## src/rtl/btn_conditioner_if.sv

```systemverilog
// Button bus between the raw push-buttons and the conditioned strobe outputs.
// The master side drives the raw buttons and consumes the strobes; the
// conditioner is the slave.
interface btn_conditioner_if #(
  parameter int N_BTN = 2
);
  logic [N_BTN-1:0] btn_raw;
  logic [N_BTN-1:0] btn_level;
  logic [N_BTN-1:0] btn_press;
  logic [N_BTN-1:0] btn_release;
  logic [N_BTN-1:0] btn_repeat;

  modport master (
    output btn_raw,
    input  btn_level,
    input  btn_press,
    input  btn_release,
    input  btn_repeat
  );

  modport slave (
    input  btn_raw,
    output btn_level,
    output btn_press,
    output btn_release,
    output btn_repeat
  );
endinterface

```

## src/rtl/btn_conditioner.sv

```systemverilog
// Push-button conditioner: 2-flop synchroniser, debounce FSM and auto-repeat
// timer per channel. Produces a clean level plus one-cycle press, release and
// repeat strobes, all registered.
module btn_conditioner #(
  parameter int N_BTN           = 2,
  parameter int DEBOUNCE_CYCLES = 500_000,
  parameter int HOLD_CYCLES     = 25_000_000,
  parameter int REPEAT_CYCLES   = 5_000_000
) (
  input  logic             clk,
  input  logic             reset,
  btn_conditioner_if.slave bus
);
  localparam int CNT_W = $clog2(DEBOUNCE_CYCLES + 1);
  localparam int HMAX  = (HOLD_CYCLES > REPEAT_CYCLES) ? HOLD_CYCLES : REPEAT_CYCLES;
  localparam int HC_W  = $clog2(HMAX + 1);

  // The IDLE/HELD sample that opens a wait already counts as one stable
  // cycle, so the change is accepted when the count held so far is one short.
  localparam logic [CNT_W-1:0] DB_LAST = CNT_W'(DEBOUNCE_CYCLES - 1);
  localparam logic [CNT_W-1:0] CNT_MAX = '1;
  localparam logic [HC_W-1:0]  HOLD_T  = HC_W'(HOLD_CYCLES);
  localparam logic [HC_W-1:0]  REP_T   = HC_W'(REPEAT_CYCLES);

  typedef enum logic [1:0] {IDLE, RISE_WAIT, HELD, FALL_WAIT} state_t;

  logic [N_BTN-1:0] s1;
  logic [N_BTN-1:0] s2;
  logic [N_BTN-1:0] level_v;
  logic [N_BTN-1:0] press_v;
  logic [N_BTN-1:0] release_v;
  logic [N_BTN-1:0] repeat_v;

  // Two-flop synchroniser for the asynchronous raw buttons.
  always_ff @(posedge clk) begin
    if (reset) begin
      s1 <= '0;
      s2 <= '0;
    end else begin
      s1 <= bus.btn_raw;
      s2 <= s1;
    end
  end

  for (genvar i = 0; i < N_BTN; i++) begin : g_ch
    state_t           state, state_next;
    logic [CNT_W-1:0] cnt, cnt_next, cnt_inc;
    logic [HC_W-1:0]  hcnt, hcnt_next, hcnt_inc, hcnt_target;
    logic             first, first_next;
    logic             level_r, level_next;
    logic             press_r, press_next;
    logic             release_r, release_next;
    logic             repeat_r, repeat_next;

    assign cnt_inc     = (cnt == CNT_MAX) ? cnt : cnt + 1'b1;
    assign hcnt_inc    = hcnt + 1'b1;
    assign hcnt_target = first ? HOLD_T : REP_T;

    // Debounce next-state and strobe decode, then the hold/repeat timer.
    always_comb begin
      state_next   = state;
      cnt_next     = cnt;
      hcnt_next    = hcnt;
      first_next   = first;
      level_next   = level_r;
      press_next   = 1'b0;
      release_next = 1'b0;
      repeat_next  = 1'b0;

      case (state)
        IDLE: begin
          if (s2[i]) begin
            if (cnt == DB_LAST) begin
              state_next = HELD;
              cnt_next   = '0;
              level_next = 1'b1;
              press_next = 1'b1;
            end else begin
              state_next = RISE_WAIT;
              cnt_next   = cnt_inc;
            end
          end
        end
        RISE_WAIT: begin
          if (!s2[i]) begin
            state_next = IDLE;
            cnt_next   = '0;
          end else if (cnt == DB_LAST) begin
            state_next = HELD;
            cnt_next   = '0;
            level_next = 1'b1;
            press_next = 1'b1;
          end else begin
            cnt_next = cnt_inc;
          end
        end
        HELD: begin
          if (!s2[i]) begin
            if (cnt == DB_LAST) begin
              state_next   = IDLE;
              cnt_next     = '0;
              level_next   = 1'b0;
              release_next = 1'b1;
            end else begin
              state_next = FALL_WAIT;
              cnt_next   = cnt_inc;
            end
          end
        end
        FALL_WAIT: begin
          if (s2[i]) begin
            state_next = HELD;
            cnt_next   = '0;
          end else if (cnt == DB_LAST) begin
            state_next   = IDLE;
            cnt_next     = '0;
            level_next   = 1'b0;
            release_next = 1'b1;
          end else begin
            cnt_next = cnt_inc;
          end
        end
        default: begin
          state_next = IDLE;
          cnt_next   = '0;
        end
      endcase

      // A release wins over a due repeat, so repeat never coincides with it.
      if (press_next || release_next) begin
        hcnt_next  = '0;
        first_next = 1'b1;
      end else if (level_r) begin
        if (hcnt_inc == hcnt_target) begin
          repeat_next = 1'b1;
          hcnt_next   = '0;
          first_next  = 1'b0;
        end else begin
          hcnt_next = hcnt_inc;
        end
      end
    end

    // Channel state, counters and registered outputs.
    always_ff @(posedge clk) begin
      if (reset) begin
        state     <= IDLE;
        cnt       <= '0;
        hcnt      <= '0;
        first     <= 1'b1;
        level_r   <= 1'b0;
        press_r   <= 1'b0;
        release_r <= 1'b0;
        repeat_r  <= 1'b0;
      end else begin
        state     <= state_next;
        cnt       <= cnt_next;
        hcnt      <= hcnt_next;
        first     <= first_next;
        level_r   <= level_next;
        press_r   <= press_next;
        release_r <= release_next;
        repeat_r  <= repeat_next;
      end
    end

    assign level_v[i]   = level_r;
    assign press_v[i]   = press_r;
    assign release_v[i] = release_r;
    assign repeat_v[i]  = repeat_r;
  end

  assign bus.btn_level   = level_v;
  assign bus.btn_press   = press_v;
  assign bus.btn_release = release_v;
  assign bus.btn_repeat  = repeat_v;
endmodule

```

## src/flat_wrapper.sv

```systemverilog
// flat-port wrapper written by rule: the top's interface ports become plain ports
module btn_conditioner_flat 
#(
  parameter int N_BTN           = 2,
  parameter int DEBOUNCE_CYCLES = 500_000,
  parameter int HOLD_CYCLES     = 25_000_000,
  parameter int REPEAT_CYCLES   = 5_000_000
)
  (clk, reset, bus_btn_raw, bus_btn_level, bus_btn_press, bus_btn_release, bus_btn_repeat);
  btn_conditioner_if #(.N_BTN(N_BTN)) bus_i ();
  input  logic clk;
  input  logic reset;
  input wire logic [$bits(bus_i.btn_raw)-1:0] bus_btn_raw;
  output wire logic [$bits(bus_i.btn_level)-1:0] bus_btn_level;
  output wire logic [$bits(bus_i.btn_press)-1:0] bus_btn_press;
  output wire logic [$bits(bus_i.btn_release)-1:0] bus_btn_release;
  output wire logic [$bits(bus_i.btn_repeat)-1:0] bus_btn_repeat;
  assign bus_i.btn_raw = bus_btn_raw;
  assign bus_btn_level = bus_i.btn_level;
  assign bus_btn_press = bus_i.btn_press;
  assign bus_btn_release = bus_i.btn_release;
  assign bus_btn_repeat = bus_i.btn_repeat;
  btn_conditioner #(.N_BTN(N_BTN), .DEBOUNCE_CYCLES(DEBOUNCE_CYCLES), .HOLD_CYCLES(HOLD_CYCLES), .REPEAT_CYCLES(REPEAT_CYCLES)) u_core (.clk(clk), .reset(reset), .bus(bus_i));
endmodule
```

## config.mk

```make
export PLATFORM = sky130hd
export DESIGN_NAME = btn_conditioner_flat
export DESIGN_NICKNAME = d
export VERILOG_FILES = /design/src/rtl/btn_conditioner_if.sv /design/src/rtl/btn_conditioner.sv /design/src/flat_wrapper.sv
export SDC_FILE = /design/constraint.sdc
export NUM_CORES = 1
export LEC_CHECK = 0
export BUFFER_PORTS_ARGS = -buffer_cell sky130_fd_sc_hd__buf_4
export CORE_ASPECT_RATIO = 0.75
export CORE_UTILIZATION = 55
export CTS_CLUSTER_DIAMETER = 150
export DETAILED_ROUTE_END_ITERATION = 10
export GPL_TIMING_DRIVEN = 0
export PLACE_DENSITY_LB_ADDON = 0.05
export SYNTH_ARGS = -nofsm -noshare
export SYNTH_HDL_FRONTEND = slang
export SYNTH_SLANG_ARGS = --single-unit
```

## constraint.sdc

```tcl
create_clock -name clk -period 9.1 [get_ports clk]
set_input_delay 0.455 -clock clk [delete_from_list [all_inputs] [get_ports clk]]
set_output_delay 0.455 -clock clk [all_outputs]
set_load 0.005 [all_outputs]
```

==> impl_metrics.py <==
metrics = {
    "clocking": {
        "cts.htree.levels": 3,
        "worstSkewPairLatency_ns": 0.35,
        "clock-sinks": 106,
        "cts_tree": "done",
        "post_cts_resized": 0,
        "clk_pin_slew_ns": 0.07,
        "postCtsSetupBuffers": 0,
        "clockRootBuffer": "clkbuf_16",
        "cts_buffers": 9,
        "cts_buffer_depth": 2,
        "cts.hold.buffers_added": 0,
    },
    "power": {
        "power.density_mw_per_mm2": 140,
        "p_leak_nw": 2.29,
        "ir_drop_uv": 88.9,
    },
    "yosys": {
        "netlist_instances": 754,
        "yosysWarnings": 0,
        "syn-cell-area_mm2": 0.00609,
        "avgSynthCellArea_um2": 8.07,
        "synth_top_cell_area_share_pct": 34.9,
        "async_reset_ff_share_pct": 0,
        "yosysTopAreaCell": "dfxtp_1",
        "ys_seq_area_share_pct": 34.9,
        "yosys-top-cells-area": "dfxtp_1, xor2_1, xnor2_1",
        "ys_types": 73,
        "synth_seq_cells": 106,
        "synthFlopType": "dfxtp_1",
        "synth_edf_count": 0,
        "synth_nets": 762,
    },
    "status": {
        "outcome": "finished clean",
    },
    "grt": {
        "grt.overflow.total": 0,
        "grt_pass1_vias": 4958,
        "antenna_found_initial": 0,
        "grt.total_usage_pct": 26.3,
        "grt_max_degree": 19,
        "grt_pass1_wl_um": 24100,
    },
    "setup_path": {
        "cp_slowest_cell": "nor4_1",
        "end_kind": "flip-flop",
        "required_ns": 9.31,
        "cp_max_fo": 10,
        "critPathMaxStageDelay_ns": 0.73,
        "worstSetupStartpointType": "flip-flop",
        "critPathKind": "flip-flop to flip-flop",
        "cp_top_family": "simple AND/OR/NAND/NOR gates",
        "arrival_ns": 3.84,
        "cp_cell_sequence": "ha_1, nand4_2, nor4_1, a41oi_1, or4b_4, a211oi_4, buf_8, nor3_2",
        "path_buf_inv": 1,
    },
    "final_layout": {
        "fillers": 945,
        "drive_gt1_share_pct": 9.48,
        "areaGrowthSynthToFinish_pct": 9.62,
        "insertedDiodeCount": 0,
        "final_common_cell": "dfxtp_1",
        "layout.nets": 784,
        "stdcell_count": 917,
        "most-common-layout-cells": "dfxtp_1, nor2_1, nand2_1",
    },
    "timing": {
        "fin_skew_ns": 0.00566,
        "worst_slew_pin_slew_ns": 0.924,
        "finalMaxSlewViolations": 0,
        "setup_viol": 0,
        "timing.final.crit_period_ns": 3.62,
        "finalCritPeriodShare_pct": 39.8,
        "rsz0062_at_grt": "false",
        "finalHoldViolCount": 0,
        "setup-tns-final_ns": 0,
        "max_freq_mhz": 276,
        "maxSlewHeadroom_pct": 38.0,
    },
    "route": {
        "vias": 5626,
        "wirelength_um": 14400,
        "ant_nets": 0,
        "route.detailed.wl_per_inst_um": 15.7,
        "drc": 0,
        "vias_per_cell": 6.14,
        "dr.first_iter.drc_count": 509,
        "drtPass1Iterations": 5,
    },
    "placed_design": {
        "globalplace.congestion": 0.924,
        "dpl.cell_count": 901,
        "io_buffers": 11,
        "hpwl_um": 10200,
    },
    "floorplan": {
        "initial_utilization_pct": 57.8,
        "core_mm2": 0.0105,
        "placementRows": 32,
        "io_pins": 12,
        "die_h_um": 93.1,
        "dieArea_mm2": 0.0115,
        "chipWidth_um": 123,
    },
    "min_path": {
        "worstHoldPathType": "input port to flip-flop",
    },
    "job": {
        "drv_cap": 0,
    },
}
==> worst paths after layout <==
check	startpoint	to	slack [ns]	cells after the start
setup / recovery	u_core.g_ch[0].hcnt[1]	u_core.g_ch[0].hcnt[19]	5.48	8
hold / removal	bus_btn_raw[1]	u_core.s1[1]	0.32	2
setup reg to reg	u_core.g_ch[0].hcnt[1]	u_core.g_ch[0].hcnt[19]	5.48	8
hold reg to reg	u_core.s1[0]	u_core.s2[0]	0.45	1
==> registers in the layout (all words and copies together), names as in the netlist <==
signal,count
u_core.g_ch.cnt,38
u_core.g_ch.first,2
u_core.g_ch.hcnt,50
u_core.g_ch.level_r,2
u_core.g_ch.press_r,2
u_core.g_ch.release_r,2
u_core.g_ch.repeat_r,2
u_core.g_ch.state,4
u_core.s1,2
u_core.s2,2
==> cell usage after synthesis (all sizes together) (3+ instances only) <==
cell / number
o21ai: 36
nand4bb: 3
a21o: 5
a31oi: 12
o22ai: 5
and3: 16
or4: 4
a21oi: 22
nand2: 62
nor3: 47
nor4bb: 3
buf: 20
o31ai: 6
xor2: 38
nand3: 49
nor2b: 6
mux2i: 5
dfxtp: 106
a2111oi: 3
o211ai: 3
a22oi: 3
xnor2: 36
ha: 4
and4: 10
nand2b: 3
or3: 14
and2: 7
inv: 18
clkbuf: 26
nor4b: 7
nand4: 44
nor2: 78
nor4: 15
a211oi: 5
==> area by class of cell <==
cell class	count	area, um^2	share of cell area, %
multi-input cells	582	3660	54.8
inverters	20	75.1	1.12
flip-flops and latches	106	2120	31.8
plain buffers	46	231	3.47
clock inverters	6	93.8	1.41
well taps	136	170	2.55
repair buffers	11	82.6	1.24
clock buffers	10	239	3.58
==> power by group <==
part / leakage (nW) / switching (mW) / internal (mW) / total (mW)
Sequential: 0.855 / 0.00176 / 0.466 / 0.468
Clock: 0.160 / 0.186 / 0.252 / 0.438
Combinational: 1.28 / 0.0195 / 0.00821 / 0.0277
Total: 2.29 / 0.208 / 0.726 / 0.934
==> per-layer routing <==
metal / share of wire, % / global-route usage, % / up-vias
li1: - / - / 2787
met1: 50 / 38.2 / 2656
met2: 44 / 39.2 / 163
met3: 4.6 / 4.76 / 20
met4: 1.6 / 7.73 / 0
met5: 0 / 0 / -
==> logic make-up (layout without fill, tap and decap cells) <==
kind of cell	after synthesis	count (layout)	synth area share (%)
mux	5	5	0.822
buf+inv	66	93	5.03
compound gates	123	123	13.5
flops	106	106	34.9
fa+ha+maj	4	4	0.822
simple gates	376	376	34.3
xor+xnor	74	74	10.6
==> through the flow <==
step	instance area, um^2	hold slack, ns	power [mW]	utilization [%]	setup WS, ns
after floorplan	6090	0.414	0.497	-	6.07
final	6670	0.316	0.934	63.4	5.48
after global placement	6340	0.421	0.505	60.2	5.57
after CTS	6670	0.320	0.942	63.4	5.51
after global routing	6670	0.326	0.963	63.4	5.31
after detailed placement	6340	0.436	0.506	60.2	5.52
No activity file was read; power rests on OpenSTA's default activity.
